`config.mk`:
```
export PLATFORM = sky130hd
export DESIGN_NAME = soft_error_monitor
export DESIGN_NICKNAME = d
export VERILOG_FILES = /design/src/rtl/soft_error_monitor_pkg.sv /design/src/rtl/soft_error_monitor_channel.sv /design/src/rtl/soft_error_monitor.sv
export SDC_FILE = /design/constraint.sdc
export NUM_CORES = 1
export LEC_CHECK = 0
export CORE_AREA = 4 4 162 164
export CTS_BUF_LIST = sky130_fd_sc_hd__clkbuf_16
export DETAILED_ROUTE_END_ITERATION = 6
export DIE_AREA = 0 0 166 168
export GPL_TIMING_DRIVEN = 0
export HOLD_SLACK_MARGIN = 0.03
export MAX_ROUTING_LAYER = met4
export PLACE_DENSITY = 0.71
export REMOVE_ABC_BUFFERS = 1
export SETUP_SLACK_MARGIN = 0.3
export SYNTH_ARGS = -nofsm -noshare
export SYNTH_HDL_FRONTEND = slang
export SYNTH_SLANG_ARGS = --single-unit
```
`constraint.sdc`:
```
create_clock -name clk -period 4.1 [get_ports clk]
set_clock_uncertainty 0.15 [all_clocks]
set_input_delay 0.41 -clock clk [delete_from_list [all_inputs] [get_ports clk]]
set_output_delay 0.41 -clock clk [all_outputs]
set_load 0.02 [all_outputs]
```
`src/rtl/soft_error_monitor_pkg.sv`:
```
// -----------------------------------------------------------------------------
// soft_error_monitor_pkg
//
// Shared definitions for the soft-error monitor:
//   soft_err_state_t  - per-channel state (OK / WARN / ERROR)
//   DEF_CNT_WIDTH     - default width of every counter and threshold
//   DEF_WARN_SHIFT    - default right shift that derives the warning level
//                       from a channel threshold
//   warn_level()      - helper that computes the warning level
// -----------------------------------------------------------------------------
package soft_error_monitor_pkg;

  typedef enum logic [1:0] {
    ST_OK    = 2'd0,
    ST_WARN  = 2'd1,
    ST_ERROR = 2'd2
  } soft_err_state_t;

  localparam int DEF_CNT_WIDTH  = 32;
  localparam int DEF_WARN_SHIFT = 1;

  // Warning level used by a channel: the threshold scaled down by
  // 2^shift. Kept at full 32-bit width; callers truncate to their width.
  function automatic logic [31:0] warn_level(input logic [31:0] thres,
                                              input int          shift);
    warn_level = thres >> shift;
  endfunction

endpackage

```
`src/rtl/soft_error_monitor_channel.sv`:
```
// -----------------------------------------------------------------------------
// soft_error_channel
//
// One soft-error channel: a saturating event counter plus a three-state
// severity FSM (OK -> WARN -> ERROR) compared against a programmable
// threshold.
//
// Ports:
//   clk, reset_n    - clock, asynchronous active-low reset
//   count_en        - events are counted only while high
//   clear           - synchronous clear of count and state (wins over evt)
//   evt             - one-cycle pulse per event
//   thres           - threshold; 0 disables all state transitions
//   count           - registered event count (saturating)
//   warn            - high while the channel is in WARN
//   err             - high while the channel is in ERROR (sticky)
//   hard_err_next   - next-cycle ERROR indication, qualified by HARD_ERROR,
//                     so the parent can register a summary error flag with
//                     the same latency as err
//   state           - current FSM state (debug visibility)
//
// Handshake: there is no flow control; evt, clear and count_en are sampled
// on every rising clk edge and take effect on the outputs after that edge.
// -----------------------------------------------------------------------------
module soft_error_channel
  import soft_error_monitor_pkg::*;
#(
  parameter int CNT_WIDTH  = DEF_CNT_WIDTH,
  parameter int WARN_SHIFT = DEF_WARN_SHIFT,
  parameter bit HARD_ERROR = 1'b1
) (
  input  logic                 clk,
  input  logic                 reset_n,
  input  logic                 count_en,
  input  logic                 clear,
  input  logic                 evt,
  input  logic [CNT_WIDTH-1:0] thres,
  output logic [CNT_WIDTH-1:0] count,
  output logic                 warn,
  output logic                 err,
  output logic                 hard_err_next,
  output soft_err_state_t      state
);

  logic [CNT_WIDTH-1:0] count_q;
  logic [CNT_WIDTH-1:0] next_count;
  logic [CNT_WIDTH-1:0] warn_thres;
  logic                 saturated;
  logic                 thres_on;
  logic                 hit_warn;
  logic                 hit_err;
  soft_err_state_t      state_q;
  soft_err_state_t      state_d;

  // ---------------------------------------------------------------------------
  // Counter: increments once per qualified event and holds at all-ones.
  // ---------------------------------------------------------------------------
  assign saturated = &count_q;

  always_comb begin
    next_count = count_q;
    if (clear) begin
      next_count = '0;
    end else if (evt && count_en && !saturated) begin
      next_count = count_q + CNT_WIDTH'(1);
    end
  end

  always_ff @(posedge clk or negedge reset_n) begin
    if (!reset_n) begin
      count_q <= '0;
    end else begin
      count_q <= next_count;
    end
  end

  // ---------------------------------------------------------------------------
  // Threshold comparisons. They run every cycle against next_count so that a
  // threshold lowered under the current count trips on the next edge even
  // without a new event.
  // ---------------------------------------------------------------------------
  assign warn_thres = thres >> WARN_SHIFT;
  assign thres_on   = (thres != '0);
  assign hit_err    = thres_on && (next_count >= thres);
  assign hit_warn   = thres_on && (warn_thres != '0) && (next_count >= warn_thres);

  // ---------------------------------------------------------------------------
  // FSM: state register
  // ---------------------------------------------------------------------------
  always_ff @(posedge clk or negedge reset_n) begin
    if (!reset_n) begin
      state_q <= ST_OK;
    end else begin
      state_q <= state_d;
    end
  end

  // ---------------------------------------------------------------------------
  // FSM: next-state logic. ERROR has priority over WARN; both are left only
  // by clear (or reset).
  // ---------------------------------------------------------------------------
  always_comb begin
    state_d = state_q;
    if (clear) begin
      state_d = ST_OK;
    end else begin
      case (state_q)
        ST_OK: begin
          if (hit_err) begin
            state_d = ST_ERROR;
          end else if (hit_warn) begin
            state_d = ST_WARN;
          end
        end
        ST_WARN: begin
          if (hit_err) begin
            state_d = ST_ERROR;
          end
        end
        ST_ERROR: begin
          state_d = ST_ERROR;
        end
        default: begin
          state_d = ST_OK;
        end
      endcase
    end
  end

  // ---------------------------------------------------------------------------
  // FSM: outputs. warn/err decode the state register directly, so they
  // change only at clock edges.
  // ---------------------------------------------------------------------------
  always_comb begin
    warn          = (state_q == ST_WARN);
    err           = (state_q == ST_ERROR);
    hard_err_next = HARD_ERROR && (state_d == ST_ERROR);
  end

  assign count = count_q;
  assign state = state_q;

endmodule

```
`src/rtl/soft_error_monitor.sv`:
```
// -----------------------------------------------------------------------------
// soft_error_monitor
//
// Counts soft-error events from three sources and raises sticky flags when
// the counts reach software-programmed thresholds.
//
//   channel 0 : checksum mismatches      -> error_data_corrupt (hard error)
//   channel 1 : unknown TTC commands     -> error_unknown_ttc  (hard error)
//   channel 2 : DDR3 overflows           -> ddr3_overflow_warning (its ERROR
//                                           state is only a warning)
//
// Ports:
//   clk, reset_n                - clock, asynchronous active-low reset
//   count_en                    - run active; events ignored while low
//   clear                       - sync pulse, zeroes counts and flags
//   cs_mismatch, unknown_ttc,
//   ddr3_overflow               - one-cycle event pulses
//   thres_*                     - per-channel thresholds (0 = flags disabled)
//   *_count                     - registered counts
//   error_*, ddr3_overflow_warning - sticky ERROR flags
//   warn_*                      - high while channel is in WARN
//   any_error                   - registered OR of the two hard errors
//   state_dbg                   - {ch2, ch1, ch0} FSM states for debug
//
// All inputs are sampled on the rising edge of clk; every output is
// registered and reflects the inputs of the previous cycle.
// -----------------------------------------------------------------------------
module soft_error_monitor
  import soft_error_monitor_pkg::*;
#(
  parameter int CNT_WIDTH  = DEF_CNT_WIDTH,
  parameter int WARN_SHIFT = DEF_WARN_SHIFT
) (
  input  logic                 clk,
  input  logic                 reset_n,
  input  logic                 count_en,
  input  logic                 clear,
  input  logic                 cs_mismatch,
  input  logic                 unknown_ttc,
  input  logic                 ddr3_overflow,
  input  logic [CNT_WIDTH-1:0] thres_data_corrupt,
  input  logic [CNT_WIDTH-1:0] thres_unknown_ttc,
  input  logic [CNT_WIDTH-1:0] thres_ddr3_overflow,
  output logic [CNT_WIDTH-1:0] cs_mismatch_count,
  output logic [CNT_WIDTH-1:0] unknown_cmd_count,
  output logic [CNT_WIDTH-1:0] ddr3_overflow_count,
  output logic                 error_data_corrupt,
  output logic                 error_unknown_ttc,
  output logic                 ddr3_overflow_warning,
  output logic                 warn_data_corrupt,
  output logic                 warn_unknown_ttc,
  output logic                 warn_ddr3_overflow,
  output logic                 any_error,
  output logic [5:0]           state_dbg
);

  logic            hard_next_dc;
  logic            hard_next_ut;
  logic            hard_next_dd;
  soft_err_state_t st_dc;
  soft_err_state_t st_ut;
  soft_err_state_t st_dd;

  soft_error_channel #(
    .CNT_WIDTH  (CNT_WIDTH),
    .WARN_SHIFT (WARN_SHIFT),
    .HARD_ERROR (1'b1)
  ) u_data_corrupt (
    .clk           (clk),
    .reset_n       (reset_n),
    .count_en      (count_en),
    .clear         (clear),
    .evt           (cs_mismatch),
    .thres         (thres_data_corrupt),
    .count         (cs_mismatch_count),
    .warn          (warn_data_corrupt),
    .err           (error_data_corrupt),
    .hard_err_next (hard_next_dc),
    .state         (st_dc)
  );

  soft_error_channel #(
    .CNT_WIDTH  (CNT_WIDTH),
    .WARN_SHIFT (WARN_SHIFT),
    .HARD_ERROR (1'b1)
  ) u_unknown_ttc (
    .clk           (clk),
    .reset_n       (reset_n),
    .count_en      (count_en),
    .clear         (clear),
    .evt           (unknown_ttc),
    .thres         (thres_unknown_ttc),
    .count         (unknown_cmd_count),
    .warn          (warn_unknown_ttc),
    .err           (error_unknown_ttc),
    .hard_err_next (hard_next_ut),
    .state         (st_ut)
  );

  // The DDR3 channel's ERROR is a warning only, so it never feeds any_error.
  soft_error_channel #(
    .CNT_WIDTH  (CNT_WIDTH),
    .WARN_SHIFT (WARN_SHIFT),
    .HARD_ERROR (1'b0)
  ) u_ddr3_overflow (
    .clk           (clk),
    .reset_n       (reset_n),
    .count_en      (count_en),
    .clear         (clear),
    .evt           (ddr3_overflow),
    .thres         (thres_ddr3_overflow),
    .count         (ddr3_overflow_count),
    .warn          (warn_ddr3_overflow),
    .err           (ddr3_overflow_warning),
    .hard_err_next (hard_next_dd),
    .state         (st_dd)
  );

  // Registered from the channels' next-state so any_error moves on the same
  // edge as the error flags themselves.
  always_ff @(posedge clk or negedge reset_n) begin
    if (!reset_n) begin
      any_error <= 1'b0;
    end else begin
      any_error <= hard_next_dc | hard_next_ut | hard_next_dd;
    end
  end

  assign state_dbg = {st_dd, st_ut, st_dc};

endmodule

```
== Word-level counts from Yosys, hierarchy flattened ==
Index checks and enable logic that the tools add are counted.

* Register bits after elaboration: 103
* Bits of input ports: 103
* Output and inout port bits: 109
* Logic and storage cells: 79

* Add/subtract/negate cells: 3
* Order comparisons: 6
* Equality and inequality tests: 10
* Mux-type cells: 21
* Bitwise operators: 1
* Reduce and logical (&&, ||, !) cells: 31

{| class="wikitable"
|+ Operators by type and width
! operator !! count
|-
| 32-bit two-way mux || 6
|-
| 32-bit nonzero test || 6
|-
| 32-bit by 1-bit adder with 32-bit output, second input constant || 3
|-
| 32-bit by 31-bit greater-or-equal comparator with 1-bit output || 3
|-
| 32-bit greater-or-equal comparator || 3
|-
| 32-bit AND reduction || 3
|-
| 2-bit two-way mux || 12
|-
| 2-bit case mux with 3 select lines || 3
|-
| 1-bit logical AND || 15
|-
| 2-bit equality test, second input constant || 5
|-
| 2-bit by 1-bit equality test with 1-bit output, second input constant || 3
|-
| 2-bit logical NOT || 3
|-
| 4-bit by 2-bit inequality test with 1-bit output, second input constant || 1
|-
| 1-bit logical NOT || 3
|-
| 3-bit by 2-bit inequality test with 1-bit output, second input constant || 1
|-
| 2-bit AND reduction || 1
|-
| 1-bit OR || 1
|}

== Logic depth before layout (Yosys ltp) ==
* Word-level depth: 13
* Depth in mapped cells: 18
* Depth with buffers taken out: 18

== Hierarchy ==
From an unflattened synthesis, not the netlist that was laid out.

* Cells, all modules: 1152
* Area total of the unflattened synthesis: 10004.6 sq um

{| class="wikitable"
|+ By module, submodules not included
! module !! times used !! cells each !! area each (sq um) !! seq. area each (sq um)
|-
| soft_error_channel (u_data_corrupt) || 1 || 378 || 3325.7 || 850.8
|-
| soft_error_channel (u_unknown_ttc) || 1 || 377 || 3325.7 || 850.8
|-
| soft_error_channel (u_ddr3_overflow) || 1 || 395 || 3321.9 || 850.8
|-
| soft_error_monitor || 1 || 2 || 31.3 || 25.0
|}

== Worst setup path after synthesis ==
No wires, ideal clock.

* Kind: register to register
* Start point: register u_ddr3_overflow.count_q[2], in the netlist u_ddr3_overflow.count[2]
* End point: register u_ddr3_overflow.state_q[1], in the netlist u_ddr3_overflow.state[1]
* Library setup time: 0.125 ns
* Arrival time: 3.900 ns
* Data required time: 3.825 ns
* Path slack: -0.075 ns
* Cell stages (with the launch flop): 18
* Path buffers: 0
* Period minus slack after synthesis: 4.175 ns
* Cell sequence: dfrtp_1 > nand4_1 > nor2_1 > nand4_1 > or4b_1 > nor4_4 > nand4_1 > xor2_1 > nor2_1 > ha_1 > o21ai_0 > nor2_1 > a2111oi_0 > o211ai_1 > o21ai_0 > and2_1 > nand2b_1 > mux2_2

* Cells in the longest elaborated chain, start to end: 10
* Elaborated cells on any way between the ends: 16
* Those cells by class: 1 x add/sub; 2 x order compare; 2 x eq/ne; 5 x mux; 6 x reduce/logical

{| class="wikitable"
|+ Ends and longest elaborated chain
! what !! line !! RTL
|-
| start: declaration || soft_error_monitor_channel.sv:45 || <nowiki>logic [CNT_WIDTH-1:0] count_q;</nowiki>
|-
| start signal: assignment || soft_error_monitor_channel.sv:73 || <nowiki>count_q <= next_count;</nowiki>
|-
| parallel branches: the longest is 3 deep, another holds 32-bit by 1-bit adder with 32-bit output || -- ||
|-
| 32-bit two-way mux (*) || soft_error_monitor_channel.sv:64 || <nowiki>end else if (evt && count_en && !saturated) begin</nowiki>
|-
| 32-bit two-way mux (*) || soft_error_monitor_channel.sv:62 || <nowiki>if (clear) begin</nowiki>
|-
| via u_ddr3_overflow.next_count[26] || soft_error_monitor_channel.sv:46 || <nowiki>logic [CNT_WIDTH-1:0] next_count;</nowiki>
|-
| 32-bit greater-or-equal comparator || soft_error_monitor_channel.sv:84 || <nowiki>assign hit_err = thres_on && (next_count >= thres);</nowiki>
|-
| 1-bit logical AND || soft_error_monitor_channel.sv:84 ||
|-
| 2-bit two-way mux || soft_error_monitor_channel.sv:109 || <nowiki>if (hit_err) begin</nowiki>
|-
| 2-bit case mux with 3 select lines || soft_error_monitor_channel.sv:107 || <nowiki>case (state_q)</nowiki>
|-
| 2-bit two-way mux || soft_error_monitor_channel.sv:104 || <nowiki>if (clear) begin</nowiki>
|-
| end signal: assignment || soft_error_monitor_channel.sv:94 || <nowiki>state_q <= state_d;</nowiki>
|-
| end: declaration || soft_error_monitor_channel.sv:52 || <nowiki>soft_err_state_t state_q;</nowiki>
|}

Mark *: on every way through the listed nets, which the timed path passes.
A chain may end at the register's enable or synchronous reset.

== Worst setup path in the final report ==
* Start point: register u_ddr3_overflow.count_q[3], in the netlist u_ddr3_overflow.count[3]
* End point: register u_ddr3_overflow.state_q[0], in the netlist u_ddr3_overflow.state[0]

The elaborated chain is that of the path after synthesis.

==> results.py <==
metrics = {
    "critical_path": {
        "arrival_ns": 4.39,
        "endpoint_kind": "flip-flop",
        "critical_path_buf_inv_count": 3,
        "cp_top_family": "simple AND/OR/NAND/NOR gates",
        "reg2reg_slack_ns": -0.19,
        "cp_max_fo": 3,
        "worstPathRequired_ns": 4.19,
        "crit_top_cell": "nand4_1",
        "path_depth": 19,
        "reg2reg_to": "u_ddr3_overflow.state[0]",
        "crit_chain": "nand4_1, nor2_2, nand4_1, or4b_4, nor4_4, nand4_1, xor2_1, nor2_2, ha_4, o21ai_2, o21bai_1, a21oi_2, o221ai_4, a21oi_2, a31oi_2, buf_4, buf_6, buf_6, o221a_4",
        "cp_slowest_cell": "or4b_4",
        "path_class": "reg2reg",
        "worstReg2RegStart": "u_ddr3_overflow.count[3]",
        "critPathMaxStageDelay_ns": 0.58,
        "reg2reg_depth": 19,
        "cp-start-kind": "flip-flop",
    },
    "placement": {
        "routabilityCongestion": 0.940,
        "place_ws_ns": -1.00,
        "port_buffers": 211,
        "dp.cells": 1694,
        "dpl_cell_area_um2": 12300,
        "dp_hpwl_mm": 24.3,
    },
    "timing": {
        "rsz0062_at_grt": "yes",
        "hold_viol": 0,
        "fmax_ghz": 0.233,
        "fin_crit_ns": 4.29,
        "fin_crit_sh_pct": 105,
        "worstMarginPinSlew_ns": 0.671,
        "setup_viol": 5,
        "slew_violations": 0,
        "finalWorstSetupSlack_ns": -0.194,
        "maxSlewHeadroom_pct": 55.3,
    },
    "floorplan": {
        "core-area_um2": 24900,
        "dieArea_um2": 27900,
        "die_w_um": 166,
        "die_y_um": 168,
        "io_pins": 212,
        "rows": 58,
        "start_util_pct": 39.4,
    },
    "synth": {
        "syn_inst": 1163,
        "ys_types": 55,
        "async_reset_ff_share_pct": 100,
        "syn_area_um2": 9810,
        "ys_ff_latch": 103,
        "synth_edf_count": 0,
        "seq_area_frac_synth_pct": 26.3,
        "yosysWarnings": 0,
        "syn_avg_cell_area_um2": 8.44,
        "ys.flop_type": "dfrtp_1",
    },
    "pwr": {
        "p_switching_uw": 671,
        "internal_power_mw": 1.72,
        "p_seq_share_pct": 43.2,
        "powerDensity_nw_per_um2": 178,
        "p_sw_share_pct": 28.1,
        "p_leak_nw": 6.39,
        "combPwrFrac_pct": 19.6,
        "ir_worst_vdd_mv": 0.125,
        "power.share.clock_pct": 37.1,
    },
    "global_routing": {
        "grt_pass1_vias": 9837,
        "grt_max_degree": 55,
        "gr-max-usage-layer": "met2",
        "grt_first_pass_wirelength_mm": 49.4,
        "use_met1_pct": 27.6,
        "grt_usage_pct": 21.9,
        "antenna_found_initial": 0,
        "globalRouteOverflowTotal": 0,
        "grt_use_met3_pct": 2.65,
        "grtUsageMet2_pct": 37.3,
    },
    "route": {
        "postRouteAntennaNets": 0,
        "wl_per_cell_um": 17.5,
        "drc": 0,
        "initialDrtViolationCount": 678,
        "vias": 9728,
        "drt_pass1_iterations": 5,
        "drt_wl_total_mm": 30.8,
        "routed_via_density": 5.54,
    },
    "finish": {
        "stdcell_count": 1757,
        "final_cell_area_um2": 13500,
        "finalNetCount": 1721,
        "diodes": 0,
        "drive_above_1_share_pct": 11.2,
        "synthToLayoutAreaGrowth_pct": 37.2,
    },
    "run": {
        "cap_violations": 0,
    },
    "clocking": {
        "cts.path.max_buffers": 2,
        "clkSlewWorstSetupHoldPaths_ns": 0.08,
        "cts_tree": "yes",
        "htree_levels": 3,
        "clock_latency_ns": 0.35,
        "cts_buffers": 9,
        "cts_num_sinks": 103,
        "root_buffer": "clkbuf_16",
    },
    "hold_path": {
        "min_path_type": "in2async",
    },
    "outcome": {
        "violations": "negative setup slack",
        "status": "finished with violations",
    },
}
layout make-up:
type | count | area [µm²]
Clock buffer | 9 | 225
Clock inverter | 7 | 63.8
Fill cell | 2246 | 11400
Inverter | 118 | 443
Multi-Input combinational cell | 930 | 7200
Sequential cell | 103 | 2590
Tap cell | 330 | 413
Timing Repair Buffer | 260 | 2530
Yosys cell counts (2+ instances only):
cell	number	share of area [%]
a2111oi_0	6	0.54
a211o_1	4	0.36
a211oi_1	15	1.1
a21o_1	16	1.2
a21oi_1	62	3.2
a221oi_1	3	0.27
a311oi_1	2	0.18
a31oi_1	5	0.32
a41oi_1	3	0.27
and2_1	4	0.25
and3_1	11	0.70
and4_1	16	1.4
and4bb_2	2	0.25
clkbuf_1	12	0.46
dfrtp_1	103	26
ha_1	196	25
inv_1	118	4.5
mux2i_1	4	0.41
nand2_1	85	3.3
nand2b_1	5	0.32
nand3_1	49	2.5
nand4_1	51	3.3
nor2_1	132	5.0
nor2b_1	10	0.64
nor3_1	29	1.5
nor4_1	28	1.8
o211ai_1	4	0.31
o21a_1	10	0.76
o21ai_0	50	2.6
o21bai_1	4	0.31
o221ai_1	2	0.18
o31ai_1	4	0.31
o41ai_1	3	0.27
or2_2	3	0.19
or3_1	12	0.76
or4_1	2	0.15
xnor2_1	22	2.0
xor2_1	59	5.3
metrics by stage:
step                TNS, ns  total power, mW  hold WS, ns  util (%)
finish               -0.589             2.39        0.420      54.1
global route          -2.25             2.51        0.469      54.1
CTS                  -0.529             2.39        0.424      53.4
detailed placement    -5.60             1.48        0.246      49.6
global placement    -273.32             1.46        0.465      49.4
floorplan           -0.0751             1.24      -0.0356         -
power groups by stage:
stage               Combinational (mW)  Sequential [mW]  Clock (mW)
floorplan                        0.177             1.06           0
global placement                 0.408             1.05           0
detailed placement               0.422             1.05           0
CTS                              0.449             1.03       0.908
global route                     0.522             1.04       0.948
finish                           0.469             1.03       0.888
worst max path at each step:
stage	start	to	slack, ns
after floorplan	u_ddr3_overflow.count[2]	u_ddr3_overflow.state[1]	-0.08
after global placement	clear	u_ddr3_overflow.state[1]	-3.35
after detailed placement	count_en	u_data_corrupt.state[0]	-1.00
after CTS	u_ddr3_overflow.count[23]	u_ddr3_overflow.state[1]	-0.20
after global routing	u_ddr3_overflow.count[2]	u_ddr3_overflow.state[0]	-0.42
final	u_ddr3_overflow.count[3]	u_ddr3_overflow.state[0]	-0.19
layout by cell type (no fill, tap or decap), types with 4 or more instances in the layout:
master,n
a211o_1,4
a211oi_1,11
a21o_1,16
a21oi_1,54
a21oi_2,8
a31oi_1,4
and3_1,10
and4_1,12
and4_4,4
buf_4,45
clkbuf_16,9
clkdlybuf4s50_1,208
dfrtp_1,91
dfrtp_2,12
ha_1,190
ha_2,4
inv_1,119
mux2i_1,4
nand2_1,83
nand2b_1,5
nand3_1,46
nand4_1,51
nor2_1,121
nor2_2,9
nor2b_1,10
nor3_1,25
nor4_1,25
nor4_4,4
o211ai_1,4
o21a_1,10
o21ai_0,46
o21bai_1,4
or3_1,11
xnor2_1,22
xor2_1,59
timing repair:
item	in CTS	in global routing
hold buffers	1	0
gates resized for setup	91	23
buffers inserted	40	6
pin swaps	41	27
setup endpoints to repair	7	7
endpoints found under the hold margin	49	0
routing by layer:
layer	part of all wire (%)	wire, µm
met1	45	13800
met4	1.8	541
met5	0	0
met2	49	15000
met3	4.7	1440
logic make-up after synthesis:
group / count (synthesis) / synth area share, %
AOI/OAI and AO/OA: 197 / 12.5
xor gates and xnor gates: 81 / 7.23
adders and majority gates: 196 / 25.0
buffers and inverters: 130 / 4.97
DFF: 103 / 26.3
muxes: 5 / 0.523
and+or+nand+nor: 451 / 23.5
sequential cells by signal (all words and copies together), names as in the netlist:
| register | cells |
|---|---|
| u_ddr3_overflow.count | 32 |
| u_unknown_ttc.state | 2 |
| u_data_corrupt.state | 2 |
| u_ddr3_overflow.state | 2 |
| u_data_corrupt.count | 32 |
| u_unknown_ttc.count | 32 |
| any_error | 1 |
Power figures use the tool's default switching activity.
